## config.mk

```make
export PLATFORM = sky130hd
export DESIGN_NAME = chase_sched
export DESIGN_NICKNAME = d
export VERILOG_FILES = /design/src/rtl/chase_sched.sv
export SDC_FILE = /design/constraint.sdc
export NUM_CORES = 1
export LEC_CHECK = 0
export BUFFER_PORTS_ARGS = -buffer_cell sky130_fd_sc_hd__buf_2
export CAP_MARGIN = 20
export CORE_MARGIN = 2
export CORE_UTILIZATION = 50
export CTS_CLUSTER_SIZE = 40
export DETAILED_ROUTE_END_ITERATION = 16
export PLACE_DENSITY = 0.72
export SLEW_MARGIN = 0
export SYNTH_ARGS = -nofsm -noshare
export SYNTH_HDL_FRONTEND = slang
export SYNTH_SLANG_ARGS = --single-unit
export TNS_END_PERCENT = 100
```

## constraint.sdc

```tcl
create_clock -name clk -period 1.8 [get_ports clk]
set_clock_uncertainty 0.05 [all_clocks]
set_input_delay 0.27 -clock clk [delete_from_list [all_inputs] [get_ports clk]]
set_output_delay 0.27 -clock clk [all_outputs]
set_load 0.05 [all_outputs]
```

## src/rtl/chase_sched.sv

```systemverilog
// chase_sched: 8-LED bouncing 3-LED meteor chaser with debounced mode/speed buttons and red/green routing
//   in : clk, reset (async, active-high), btn_mode, btn_speed (raw, asynchronous)
//   out: shiftR_out/shiftG_out (LED banks, bit 7 leftmost), ctl_bit (bank enable, always 1),
//        mode (colour mode), speed (step-rate level)
module chase_sched #(
   parameter int BASE_EXP = 20,
   parameter int DEB_EXP  = 16
) (
   input  logic       clk,
   input  logic       reset,
   input  logic       btn_mode,
   input  logic       btn_speed,
   output logic [7:0] shiftR_out,
   output logic [7:0] shiftG_out,
   output logic       ctl_bit,
   output logic [1:0] mode,
   output logic [1:0] speed
);
   typedef enum logic {RIGHT, LEFT} dir_t;
   logic [1:0]          m_sync_q, s_sync_q;
   logic                m_lvl_q, s_lvl_q;
   logic [DEB_EXP-1:0]  m_cnt_q, s_cnt_q;
   logic [BASE_EXP-1:0] tick_q, tick_d, tick_max;
   logic [2:0]          pos_q, pos_d, pos_n;
   dir_t                dir_q, dir_d, dir_n;
   logic [1:0]          mode_q, mode_d, speed_q, speed_d;
   logic                m_diff, s_diff, m_done, s_done, m_press, s_press, step, at_end;
   logic [7:0]          win;
   assign m_diff   = m_sync_q[1] ^ m_lvl_q;
   assign s_diff   = s_sync_q[1] ^ s_lvl_q;
   assign m_done   = &m_cnt_q;
   assign s_done   = &s_cnt_q;
   // a press is the debounced level rising on this very edge
   assign m_press  = m_diff & m_done & m_sync_q[1];
   assign s_press  = s_diff & s_done & s_sync_q[1];
   assign tick_max = {BASE_EXP{1'b1}} >> speed_q;
   always_comb begin
      step    = (tick_q == tick_max) && !(m_press || s_press);
      tick_d  = (m_press || s_press || step) ? '0 : tick_q + BASE_EXP'(1);
      mode_d  = mode_q + {1'b0, m_press};
      speed_d = speed_q + {1'b0, s_press};
      // turning at an end flips dir first, then the move follows the new dir
      at_end  = (dir_q == RIGHT) ? (pos_q == 3'd5) : (pos_q == 3'd0);
      dir_n   = at_end ? ((dir_q == RIGHT) ? LEFT : RIGHT) : dir_q;
      pos_n   = (dir_n == RIGHT) ? pos_q + 3'd1 : pos_q - 3'd1;
      pos_d   = m_press ? 3'd0 : step ? pos_n : pos_q;
      dir_d   = m_press ? RIGHT : step ? dir_n : dir_q;
   end
   always_ff @(posedge clk or posedge reset) begin
      if (reset) begin
         m_sync_q <= '0;
         s_sync_q <= '0;
         m_lvl_q  <= 1'b0;
         s_lvl_q  <= 1'b0;
         m_cnt_q  <= '0;
         s_cnt_q  <= '0;
         tick_q   <= '0;
         pos_q    <= 3'd0;
         dir_q    <= RIGHT;
         mode_q   <= 2'd0;
         speed_q  <= 2'd0;
      end else begin
         m_sync_q <= {m_sync_q[0], btn_mode};
         s_sync_q <= {s_sync_q[0], btn_speed};
         m_cnt_q  <= (m_diff && !m_done) ? m_cnt_q + DEB_EXP'(1) : '0;
         s_cnt_q  <= (s_diff && !s_done) ? s_cnt_q + DEB_EXP'(1) : '0;
         m_lvl_q  <= (m_diff && m_done) ? m_sync_q[1] : m_lvl_q;
         s_lvl_q  <= (s_diff && s_done) ? s_sync_q[1] : s_lvl_q;
         tick_q   <= tick_d;
         pos_q    <= pos_d;
         dir_q    <= dir_d;
         mode_q   <= mode_d;
         speed_q  <= speed_d;
      end
   end
   always_comb begin
      win        = 8'hE0 >> pos_q;
      shiftR_out = (mode_q == 2'd0 || mode_q == 2'd2 || (mode_q == 2'd3 && dir_q == RIGHT)) ? win : 8'h00;
      shiftG_out = (mode_q == 2'd1 || mode_q == 2'd2 || (mode_q == 2'd3 && dir_q == LEFT)) ? win : 8'h00;
   end
   assign ctl_bit = 1'b1;
   assign mode    = mode_q;
   assign speed   = speed_q;
endmodule

```

==> results by group <==
Outcome
  – Status: complete, but fails checks
  – Failing checks: negative setup slack

Die
  – Num ports: 25
  – Core Area: 6420 um2
  – Site row count: 29
  – Initial core utilization: 52.3%
  – Die height: 86.0 um
  – Die width: 86.0 um
  – Die area: 7390 um2

Power and ir drop
  – Sw Pwr: 628 uW
  – Internal: 2.26 mW
  – Clock power share: 43.7%
  – Lkg Pwr: 2.13 nW
  – Sequential power share: 52.4%
  – PD cells: 587 nW/um2
  – Maximum VDD drop: 755 uV
  – Sw Ratio: 21.8%
  – Comb power frac: 3.9%

Final layout
  – Nets: 455
  – Layout cell share with drive strength beyond 1: 41.4%
  – Fin util: 76.5%
  – N_diodes: 0
  – Synth-to-layout area growth: 46.3%
  – Final Instance Area: 4910 um2
  – Non-Filler Instances: 524

Clocking
  – Worst skew pair latency: 0.34 ns
  – Clock Tree Root: clkbuf_8
  – CTS H-tree depth: 3
  – Clock slew at reported path FFs: 0.07 ns
  – CTS tree: built
  – CTS Buf Count: 9
  – Clock Path Buffers: 2
  – # clock sinks: 66

Logic synthesis
  – Most common cell in the synthesized netlist: nor2_1
  – Unique masters post-synth: 43
  – Yosys warns: 0
  – Number of enable flip-flop cells after synthesis: 0
  – Cell Area, Synth: 3360 um2
  – Synth Flop Type: dfrtp_1
  – Post-synth top area share: 49.2%
  – Sequential-to-total area share from yosys stat: 49.2%
  – Post-synth top cells: 71 x nor2_1, 66 x dfrtp_1, 24 x xnor2_1, 24 x xor2_1, 20 x nand3_1
  – Post-synth net total: 356
  – Synth top area cells: dfrtp_1 49%, nor2_1 7.9%, xnor2_1 6.3%, xor2_1 6.3%, ha_1 3.0%
  – Async set-reset flop share out of synthesis: 100%
  – Seq cells post-synth: 66
  – Mean post-synth cell area: 9.79 um2
  – Mapped Cells: 343
  – Yosys top cell by area: dfrtp_1

Detailed routing
  – DRT iter0 DRCs: 121
  – Vias: 2748
  – ANT nets after route: 0
  – Wire per inst: 13.9 um
  – DRT Wirelength: 7.28 mm
  – Vias per inst: 5.24
  – Pre-antenna DRT Iters: 4
  – Remaining routing DRC violations: 0

Timing
  – Max Freq: 0.495 GHz
  – Worst hold margin: 0.300 ns
  – # setup viols final: 26
  – Worst-margin pin slew: 0.533 ns
  – RSZ-0062 raised after global routing: yes
  – Fin. max-slew vios: 0
  – Fin crit share: 112%
  – Hold Vio Cnt, Final: 0
  – Final WS setup: -0.222 ns
  – Slew HR: 64.4%
  – Final min period: 2.02 ns

Critical path
  – Worst r2r src: tick_q[19]
  – Crit Path Class: reg2out
  – CP Launch Type: flop
  – R2r endpoint: dir_q
  – Worst Setup End Kind: output port
  – Crit Path Max Fanout: 5
  – R2r setup slk: -0.13 ns
  – Cell depth of the worst flop-to-flop path: 6
  – Required @ worst endpoint: 1.48 ns
  – CP arrival: 1.70 ns

Worst hold path
  – Min-delay src: s_sync_q[0]
  – Hold path depth: 0
  – Hold Path Class: reg2reg
  – Hold Crit Endpoint: s_sync_q[1]

Place
  – DP HPWL: 4.44 mm
  – Place WS: -0.0527 ns
  – Dpl cells: 490
  – PortBufs: 23
  – RD Place Congestion: 0.790
  – Placed Area: 4250 um2

GRT
  – Pin count of the biggest net entering global routing: 33
  – First-pass GRT wire length: 11.2 mm
  – Initial antenna violation count: 0
  – GR Overflow Total: 0
  – GRT Util Overall: 19.3%
  – Vias in the first global route: 2564

Run
  – Max_cap viols: 0
-- placed cells by master, fill, tap and decap left out, types with 4 or more instances in the layout --
cell	synthesis	final
ha_4	0	5
xnor2_1	24	23
a21oi_1	10	5
or3_4	2	4
nor2_1	71	53
o21ai_0	8	6
clkbuf_8	0	11
nand4_1	7	7
dfrtp_1	66	62
buf_6	1	19
nand2_1	15	15
a21oi_2	0	4
buf_4	2	57
nor3_4	0	7
and3_1	5	5
nor3_1	13	6
buf_2	0	7
inv_1	16	12
xor2_1	24	24
nor2_2	0	10
nand3_1	20	17
nor2_4	0	8
or3_1	7	5
nand3_4	1	6
-- per-stage QoR --
| step | total power [mW] | setup TNS [ns] |
|---|---|---|
| floorplan | 1.60 | -2.90 |
| global placement | 1.64 | -0.00534 |
| detailed placement | 1.64 | -0.265 |
| CTS | 2.91 | -3.43 |
| global route | 3.00 | -5.34 |
| finish | 2.88 | -3.30 |
-- layout make-up --
class	count	area, um2
clock inverter	4	50.0
fill	406	1510
clock buffer	12	155
inverter	16	66.3
multi-input combinational	258	2090
timing repair buffer	91	797
sequential	66	1660
tap	77	96.3
-- critical path, stage by stage (launching register included) --
cell and delay (ns):
dfrtp_4 0.52, ha_4 0.19, a211oi_4 0.26, buf_6 0.19, nor3b_4 0.05, buf_6 0.16
-- power by group through the flow --
stage               combinational [mW]  sequential, mW  clock, mW
floorplan                       0.0611            1.54          0
global placement                 0.102            1.54          0
detailed placement               0.105            1.54          0
CTS                              0.111            1.51       1.29
global route                     0.130            1.51       1.36
finish                           0.112            1.51       1.26
-- state kept, by name, summed over array words and instances (netlist names) --
register / cells
tick_q: 20
m_cnt_q: 16
s_cnt_q: 16
pos_q: 3
m_sync_q: 2
mode: 2
s_sync_q: 2
speed: 2
dir_q: 1
m_lvl_q: 1
s_lvl_q: 1
-- worst max-delay path by stage --
stage | slack [ns] | start | to
detailed placement | -0.05 | tick_q[18] | pos_q[2]
floorplan | -0.24 | mode[1] | shiftR_out[7]
CTS | -0.26 | mode[1] | shiftR_out[5]
global placement | -0.005 | tick_q[18] | pos_q[2]
global route | -0.29 | mode[1] | shiftR_out[4]
finish | -0.22 | mode[1] | shiftR_out[5]
-- per-layer routing --
metal	wire length [um]	vias up	global-route usage, %
li1	-	1368	-
met1	3240	1314	24.9
met2	3710	53	31.8
met3	204	13	4.62
met4	123	0	7.22
met5	0	-	0
-- cells by family after synthesis --
logic type                 share of synthesized area (%)
and+or+nand+nor                                     25.6
DFF                                                 49.2
xor gates and xnor gates                            12.5
AOI/OAI and AO/OA                                   5.36
buffers and inverters                               3.02
adders and majority gates                           3.58
muxes                                              0.670
other                                              0.112
-- timing repair --
item / CTS / global route
endpoints found under the hold margin: 23 / 0
pin swaps: 6 / 28
gates resized for setup: 40 / 39
cloned: 1 / 3
hold buffers: 3 / 0
endpoints found under the setup margin: 39 / 45
setup buffers: 2 / 11
No activity file was read; power rests on OpenSTA's default activity.
